[src/rtl/conway_pkg.sv]
// Shared types and constants for the Conway board-engine serial host.
// Latency: n/a (types, constants and a combinational helper only).
// Backpressure: n/a.
package conway_pkg;

  localparam int BOARD_CELLS = 64;

  // Mode presented to the board engine.
  typedef enum logic [1:0] {
    MODE_HOLD  = 2'b00,
    MODE_SHIFT = 2'b01,
    MODE_GEN   = 2'b10
  } ser_mode_e;

  typedef enum logic [1:0] {
    OP_LOAD = 2'b00,
    OP_STEP = 2'b01,
    OP_READ = 2'b10,
    OP_RSVD = 2'b11
  } cmd_op_e;

  typedef enum logic [2:0] {
    ST_IDLE,
    ST_LOAD,
    ST_STEP,
    ST_READ,
    ST_RESP
  } state_e;

  // Number of live cells in a board image (0..64 fits in 7 bits).
  function automatic logic [6:0] popcount64(input logic [BOARD_CELLS-1:0] v);
    logic [6:0] c;
    c = '0;
    for (int i = 0; i < BOARD_CELLS; i++) begin
      c = c + 7'(v[i]);
    end
    return c;
  endfunction

endpackage

[src/rtl/conway_serial_shifter.sv]
// 64-bit shift register: parallel load, or shift left with serial input at bit 0.
// Latency: one cycle from load/shift request to updated contents; shift_out is bit 63.
// Backpressure: none; load has priority over shift.
// Ports: clk, reset (sync, active-high); load_en/load_dat parallel load;
//        shift_en/shift_in serial shift; shift_out = MSB; nxt_dat = next-cycle contents.
module conway_serial_shifter
  import conway_pkg::*;
(
  input  logic                   clk,
  input  logic                   reset,
  input  logic                   load_en,
  input  logic [BOARD_CELLS-1:0] load_dat,
  input  logic                   shift_en,
  input  logic                   shift_in,
  output logic                   shift_out,
  output logic [BOARD_CELLS-1:0] nxt_dat
);

  logic [BOARD_CELLS-1:0] sr_q;
  logic [BOARD_CELLS-1:0] sr_d;

  always_comb begin
    sr_d = sr_q;
    if (load_en) begin
      sr_d = load_dat;
    end else if (shift_en) begin
      sr_d = {sr_q[BOARD_CELLS-2:0], shift_in};
    end
  end

  always_ff @(posedge clk) begin
    if (reset) begin
      sr_q <= '0;
    end else begin
      sr_q <= sr_d;
    end
  end

  assign shift_out = sr_q[BOARD_CELLS-1];
  assign nxt_dat   = sr_d;

endmodule

[src/rtl/conway_serial_host.sv]
// Command host that loads, steps and reads back a serial 8x8 Conway board engine.
// Latency: LOAD/READ 64 cycles, STEP cmd_count cycles, then one RESP cycle; +2 cycles min spacing.
// Backpressure: cmd_ready only in IDLE; responses are single-cycle pulses with no backpressure.
// Ports: clk, reset (sync, active-high); cmd_valid/cmd_ready/cmd_op/cmd_board/cmd_count command;
//        ser_out/ser_mode/ser_in engine link; rsp_valid/rsp_err/rsp_board response.
// Option: define CONWAY_HOST_POPCOUNT_EN to add rsp_popcount (live cells in rsp_board).
module conway_serial_host
  import conway_pkg::*;
(
  input  logic                   clk,
  input  logic                   reset,
  input  logic                   cmd_valid,
  output logic                   cmd_ready,
  input  logic [1:0]             cmd_op,
  input  logic [BOARD_CELLS-1:0] cmd_board,
  input  logic [7:0]             cmd_count,
  output logic                   ser_out,
  output logic [1:0]             ser_mode,
  input  logic                   ser_in,
  output logic                   rsp_valid,
  output logic                   rsp_err,
`ifdef CONWAY_HOST_POPCOUNT_EN
  output logic [6:0]             rsp_popcount,
`endif
  output logic [BOARD_CELLS-1:0] rsp_board
);

  localparam logic [6:0] LAST_CELL = 7'(BOARD_CELLS - 1);

  state_e                 state_q, state_d;
  logic [6:0]             shift_cnt_q, shift_cnt_d;
  logic [7:0]             step_cnt_q, step_cnt_d;
  logic                   err_q, err_d;
  logic [BOARD_CELLS-1:0] rsp_board_q, rsp_board_d;

  logic                   accept;
  logic                   sh_load, sh_shift, sh_in, sh_out;
  logic [BOARD_CELLS-1:0] sh_nxt;
  ser_mode_e              mode;

  assign cmd_ready = (state_q == ST_IDLE) && !reset;
  assign accept    = cmd_valid && cmd_ready;

  conway_serial_shifter u_shifter (
    .clk       (clk),
    .reset     (reset),
    .load_en   (sh_load),
    .load_dat  (cmd_board),
    .shift_en  (sh_shift),
    .shift_in  (sh_in),
    .shift_out (sh_out),
    .nxt_dat   (sh_nxt)
  );

  always_comb begin
    state_d     = state_q;
    shift_cnt_d = shift_cnt_q;
    step_cnt_d  = step_cnt_q;
    err_d       = err_q;
    mode        = MODE_HOLD;
    ser_out     = 1'b0;
    sh_load     = 1'b0;
    sh_shift    = 1'b0;
    sh_in       = 1'b0;
    rsp_valid   = 1'b0;

    case (state_q)
      ST_IDLE: begin
        if (accept) begin
          err_d       = 1'b0;
          shift_cnt_d = '0;
          // The step counter doubles as the latched generation count.
          step_cnt_d  = cmd_count;
          case (cmd_op)
            OP_LOAD: begin
              sh_load = 1'b1;
              state_d = ST_LOAD;
            end
            OP_READ: state_d = ST_READ;
            OP_STEP: state_d = (cmd_count == 8'd0) ? ST_RESP : ST_STEP;
            default: begin
              err_d   = 1'b1;
              state_d = ST_RESP;
            end
          endcase
        end
      end

      ST_LOAD: begin
        mode     = MODE_SHIFT;
        ser_out  = sh_out;
        sh_shift = 1'b1;
        if (shift_cnt_q == LAST_CELL) begin
          shift_cnt_d = '0;
          state_d     = ST_RESP;
        end else begin
          shift_cnt_d = shift_cnt_q + 7'd1;
        end
      end

      ST_READ: begin
        // Recirculate so the engine ends up with its original image,
        // while capturing each cell into the local shifter.
        mode     = MODE_SHIFT;
        ser_out  = ser_in;
        sh_shift = 1'b1;
        sh_in    = ser_in;
        if (shift_cnt_q == LAST_CELL) begin
          shift_cnt_d = '0;
          state_d     = ST_RESP;
        end else begin
          shift_cnt_d = shift_cnt_q + 7'd1;
        end
      end

      ST_STEP: begin
        // Entered only with a non-zero count, so counting down to 1 never wraps.
        mode = MODE_GEN;
        if (step_cnt_q == 8'd1) begin
          step_cnt_d = '0;
          state_d    = ST_RESP;
        end else begin
          step_cnt_d = step_cnt_q - 8'd1;
        end
      end

      ST_RESP: begin
        rsp_valid = 1'b1;
        state_d   = ST_IDLE;
      end

      default: state_d = ST_IDLE;
    endcase
  end

  // The whole image is published at once, on the final READ shift.
  assign rsp_board_d = (state_q == ST_READ && shift_cnt_q == LAST_CELL) ? sh_nxt : rsp_board_q;

  always_ff @(posedge clk) begin
    if (reset) begin
      state_q     <= ST_IDLE;
      shift_cnt_q <= '0;
      step_cnt_q  <= '0;
      err_q       <= 1'b0;
      rsp_board_q <= '0;
    end else begin
      state_q     <= state_d;
      shift_cnt_q <= shift_cnt_d;
      step_cnt_q  <= step_cnt_d;
      err_q       <= err_d;
      rsp_board_q <= rsp_board_d;
    end
  end

  assign ser_mode  = mode;
  assign rsp_err   = rsp_valid && err_q;
  assign rsp_board = rsp_board_q;

`ifdef CONWAY_HOST_POPCOUNT_EN
  logic [6:0] popcount_q, popcount_d;

  assign popcount_d = popcount64(rsp_board_d);

  always_ff @(posedge clk) begin
    if (reset) begin
      popcount_q <= '0;
    end else begin
      popcount_q <= popcount_d;
    end
  end

  assign rsp_popcount = popcount_q;
`endif

endmodule
[config.mk]
export PLATFORM = sky130hd
export DESIGN_NAME = conway_serial_host
export DESIGN_NICKNAME = d
export VERILOG_FILES = /design/src/rtl/conway_pkg.sv /design/src/rtl/conway_serial_shifter.sv /design/src/rtl/conway_serial_host.sv
export SDC_FILE = /design/constraint.sdc
export NUM_CORES = 1
export LEC_CHECK = 0
export BUFFER_PORTS_ARGS = -buffer_cell sky130_fd_sc_hd__buf_2
export CAP_MARGIN = 15
export CORE_MARGIN = 2
export CORE_UTILIZATION = 55
export CTS_BUF_LIST = sky130_fd_sc_hd__clkbuf_4 sky130_fd_sc_hd__clkbuf_8
export CTS_CLUSTER_DIAMETER = 120
export DETAILED_ROUTE_END_ITERATION = 6
export PLACE_DENSITY = 0.82
export RECOVER_POWER = 100
export SLEW_MARGIN = 15
export SYNTH_ARGS = -nofsm -noshare
export SYNTH_HDL_FRONTEND = slang
export SYNTH_SLANG_ARGS = --single-unit
[constraint.sdc]
create_clock -name clk -period 2.82 [get_ports clk]
set_clock_uncertainty 0.2 [all_clocks]
set_input_delay 0.423 -clock clk [delete_from_list [all_inputs] [get_ports clk]]
set_output_delay 0.423 -clock clk [all_outputs]
set_load 0.01 [all_outputs]
==> reports/qor.txt <==
Routed WL per cell - 15.5 µm
Post-route ant nets - 0
Setup TNS - 0 ns
PnR Total Power - 0.00525 W
Post-synthesis sequential area ratio - 0.473
Required time of the critical path - 2.20 ns
Worst stage delay on the critical path - 0.59 ns
Worst vdd ir - 414 µV
Synthesized instance count - 634
Netlist cell types - 49
Tmin final - 2.58 ns
Syn nets - 715
Critical hold path startpoint - cmd_board[1]
Reg-to-Reg End - rsp_board[50]
CTS tree - built
WP data arrival - 1.96 ns
Gate power share - 0.240
Endpoints failing hold - 0
Worst hold endpoint - u_shifter.sr_q[1]
Post-synth ARST share - 0
EDFF count, synth - 0
Net switching power - 0.00162 W
Clk sinks - 147
CP endpoint kind - primary output
Vias in the first global route - 4,975
Post-CTS setup buffers - 0
First-pass GRT wire length - 22.7 mm
Worst R2R Setup Slack - 0.31 ns
Top post-synthesis cells by area - dfxtp_1 (47%), mux2_2 (11%), mux2i_1 (11%)
Status - finished, final reports clean
Clock transition at path regs - 0.08 ns
H-tree depth - 4
RSZ-0062 raised after global routing - no
Final net count - 851
PostCTS Resize Cnt - 0
Clk_lat worst skew - 0.43 ns
Hold-fix buffers, CTS - 0
Synth warn - 0
Count of final max-slew check failures - 0
Worst-path fanout max - 12
Final wirelength - 14.3 mm
Final Wtd Congestion - 0.834
Post-synthesis register bit count - 147
IO Port Bufs - 147
Lkg Pwr - 3.28 nW
Worst r2r src - state_q[1]
Power per standard cell area - 722 mW/mm²
Sw Share - 0.308
GR Overflow Total - 0
Int Pwr - 0.00363 W
CP Buf/Inv Count - 2
Initial antenna violation count - 0
Setup-failing EPs final - 0
Startpoint Class - flip-flop
Critical path depth - 3
Vias - 5,063
Hold Slack - 0.0398 ns
Vias/cell - 5.49
Flop pwr share - 0.440
Biggest area consumer among synthesized cells - dfxtp_1
N_diodes - 0
Post-synthesis instance area - 0.00622 mm²
HPWL after DPL - 9.73 mm
Hold Path Depth - 3
CP delay by family, top - flip-flops
MaxCap Viol Count - 0
All-Layer GR Usage - 0.238
Layout cells sized above 1 - 0.246
Critical path type - flip-flop to primary output
Crit-path cells - or3b_1 -> inv_2 -> clkbuf_1
Clock share of power - 0.320
Rel. slew slack - 0.450
Reg2Reg Depth - 6
Ys flop type - dfxtp_1
FP Rows - 38
Max Freq - 0.387 GHz
Num CTS Buffers - 17
Die Area - 0.0122 mm²
Hold Path Class - input pin to flip-flop
Area grow syn2layout - 16.9%
Top cells by instance count after synthesis - dfxtp_1 (147), nor2_1 (74), nand2_1 (72)
Most frequent cell after synthesis - dfxtp_1
Drt drc - 0
Chip width - 110 µm
Slew of the pin with the lowest slew margin - 0.825 ns
Iteration-0 DRC Markers - 283
Die height - 110 µm
Core Area - 0.0109 mm²
Largest net degree at the start of global routing - 65
Cell at the root of the clock tree - clkbuf_8
Top-area cell type share of the netlist area - 0.473
Starting Density - 0.569
Slowest CP cell - dfxtp_1
DR pass1 iterations - 4
Final period util - 0.916
CTS max path bufs - 2
Mean area per synthesized cell - 9.81 µm²
Top Ports - 148
## worst max path at each step
stage          startpoint  slack, ns             to
2_1_floorplan  state_q[2]       0.87  rsp_board[58]
3_3_place_gp        reset       0.56  step_cnt_q[7]
3_5_place_dp        reset       0.52  step_cnt_q[7]
4_1_cts        state_q[1]       0.21    ser_mode[1]
5_1_grt        state_q[1]       0.06    ser_mode[1]
6_report       state_q[1]       0.24    ser_mode[1]
## area by class of cell
class	instances	area [µm²]
Sequential cell	147	2940
Fill cell	937	3660
Inverter	6	22.5
Tap cell	140	175
Clock buffer	18	248
Multi-Input combinational cell	440	2990
Timing Repair Buffer	158	737
Clock inverter	13	160
## worst register-to-register path: cells and delay by family, from the launching register on
family	cells	cell delay [ns]
buffers and inverters	2	0.84
multiplexers	1	0.38
AND/OR/NAND/NOR	2	0.39
flip-flops	1	0.44
AO/OA/AOI/OAI	1	0.13
## cells by family after synthesis
logic type,share of synthesized area
buf+inv,0.0443
fa+ha+maj,0.00604
mux,0.224
simple gates,0.143
flops,0.473
compound gates,0.110
## sequential cells by signal, summed over array words and instances, names as in the netlist
| name | flops |
|---|---|
| rsp_board | 64 |
| u_shifter.sr_q | 64 |
| step_cnt_q | 8 |
| shift_cnt_q | 7 |
| state_q | 3 |
| err_q | 1 |
## through the flow
stage          cells  setup slack [ns]  instance area (µm²)  utilization
2_1_floorplan    634             0.869                 6220            -
3_3_place_gp     891             0.561                 7010        0.641
3_5_place_dp     891             0.518                 7010        0.641
4_1_cts          922             0.213                 7420        0.678
5_1_grt          922            0.0638                 7270        0.665
6_report         922             0.238                 7270        0.665
## routing by layer
metal | track usage | wire length, µm | share of wire
met1 | 0.274 | 6120 | 0.43
met2 | 0.424 | 7330 | 0.51
met3 | 0.0723 | 770 | 0.054
met4 | 0.0705 | 117 | 0.0082
met5 | 0 | 0 | 0
## power groups by stage
stage / Sequential [W] / Clock (W) / Combinational (W)
floorplan: 0.00231 / 0 / 0.00110
global placement: 0.00235 / 0 / 0.00132
detailed placement: 0.00236 / 0 / 0.00135
CTS: 0.00231 / 0.00171 / 0.00136
global route: 0.00233 / 0.00181 / 0.00138
finish: 0.00231 / 0.00168 / 0.00126
## layout by cell type (no fill, tap or decap), types with 3 or more instances in the layout
| master | netlist | layout |
|---|---|---|
| nand2_1 | 72 | 72 |
| buf_4 | 2 | 5 |
| inv_1 | 4 | 5 |
| nor2b_1 | 7 | 7 |
| a211oi_1 | 5 | 5 |
| nor3_1 | 5 | 5 |
| clkbuf_8 | 0 | 18 |
| clkinv_2 | 0 | 3 |
| dfxtp_1 | 147 | 147 |
| a21oi_1 | 15 | 16 |
| nor4_1 | 5 | 5 |
| and3_1 | 4 | 4 |
| clkinvlp_4 | 0 | 5 |
| o21ai_0 | 14 | 74 |
| nand2b_1 | 5 | 5 |
| mux2_2 | 63 | 63 |
| nor2_1 | 74 | 74 |
| mux2i_1 | 68 | 68 |
| clkbuf_1 | 15 | 69 |
| bufinv_16 | 0 | 3 |
| buf_2 | 13 | 79 |
| ha_1 | 3 | 3 |
Power figures use the tool's default switching activity.
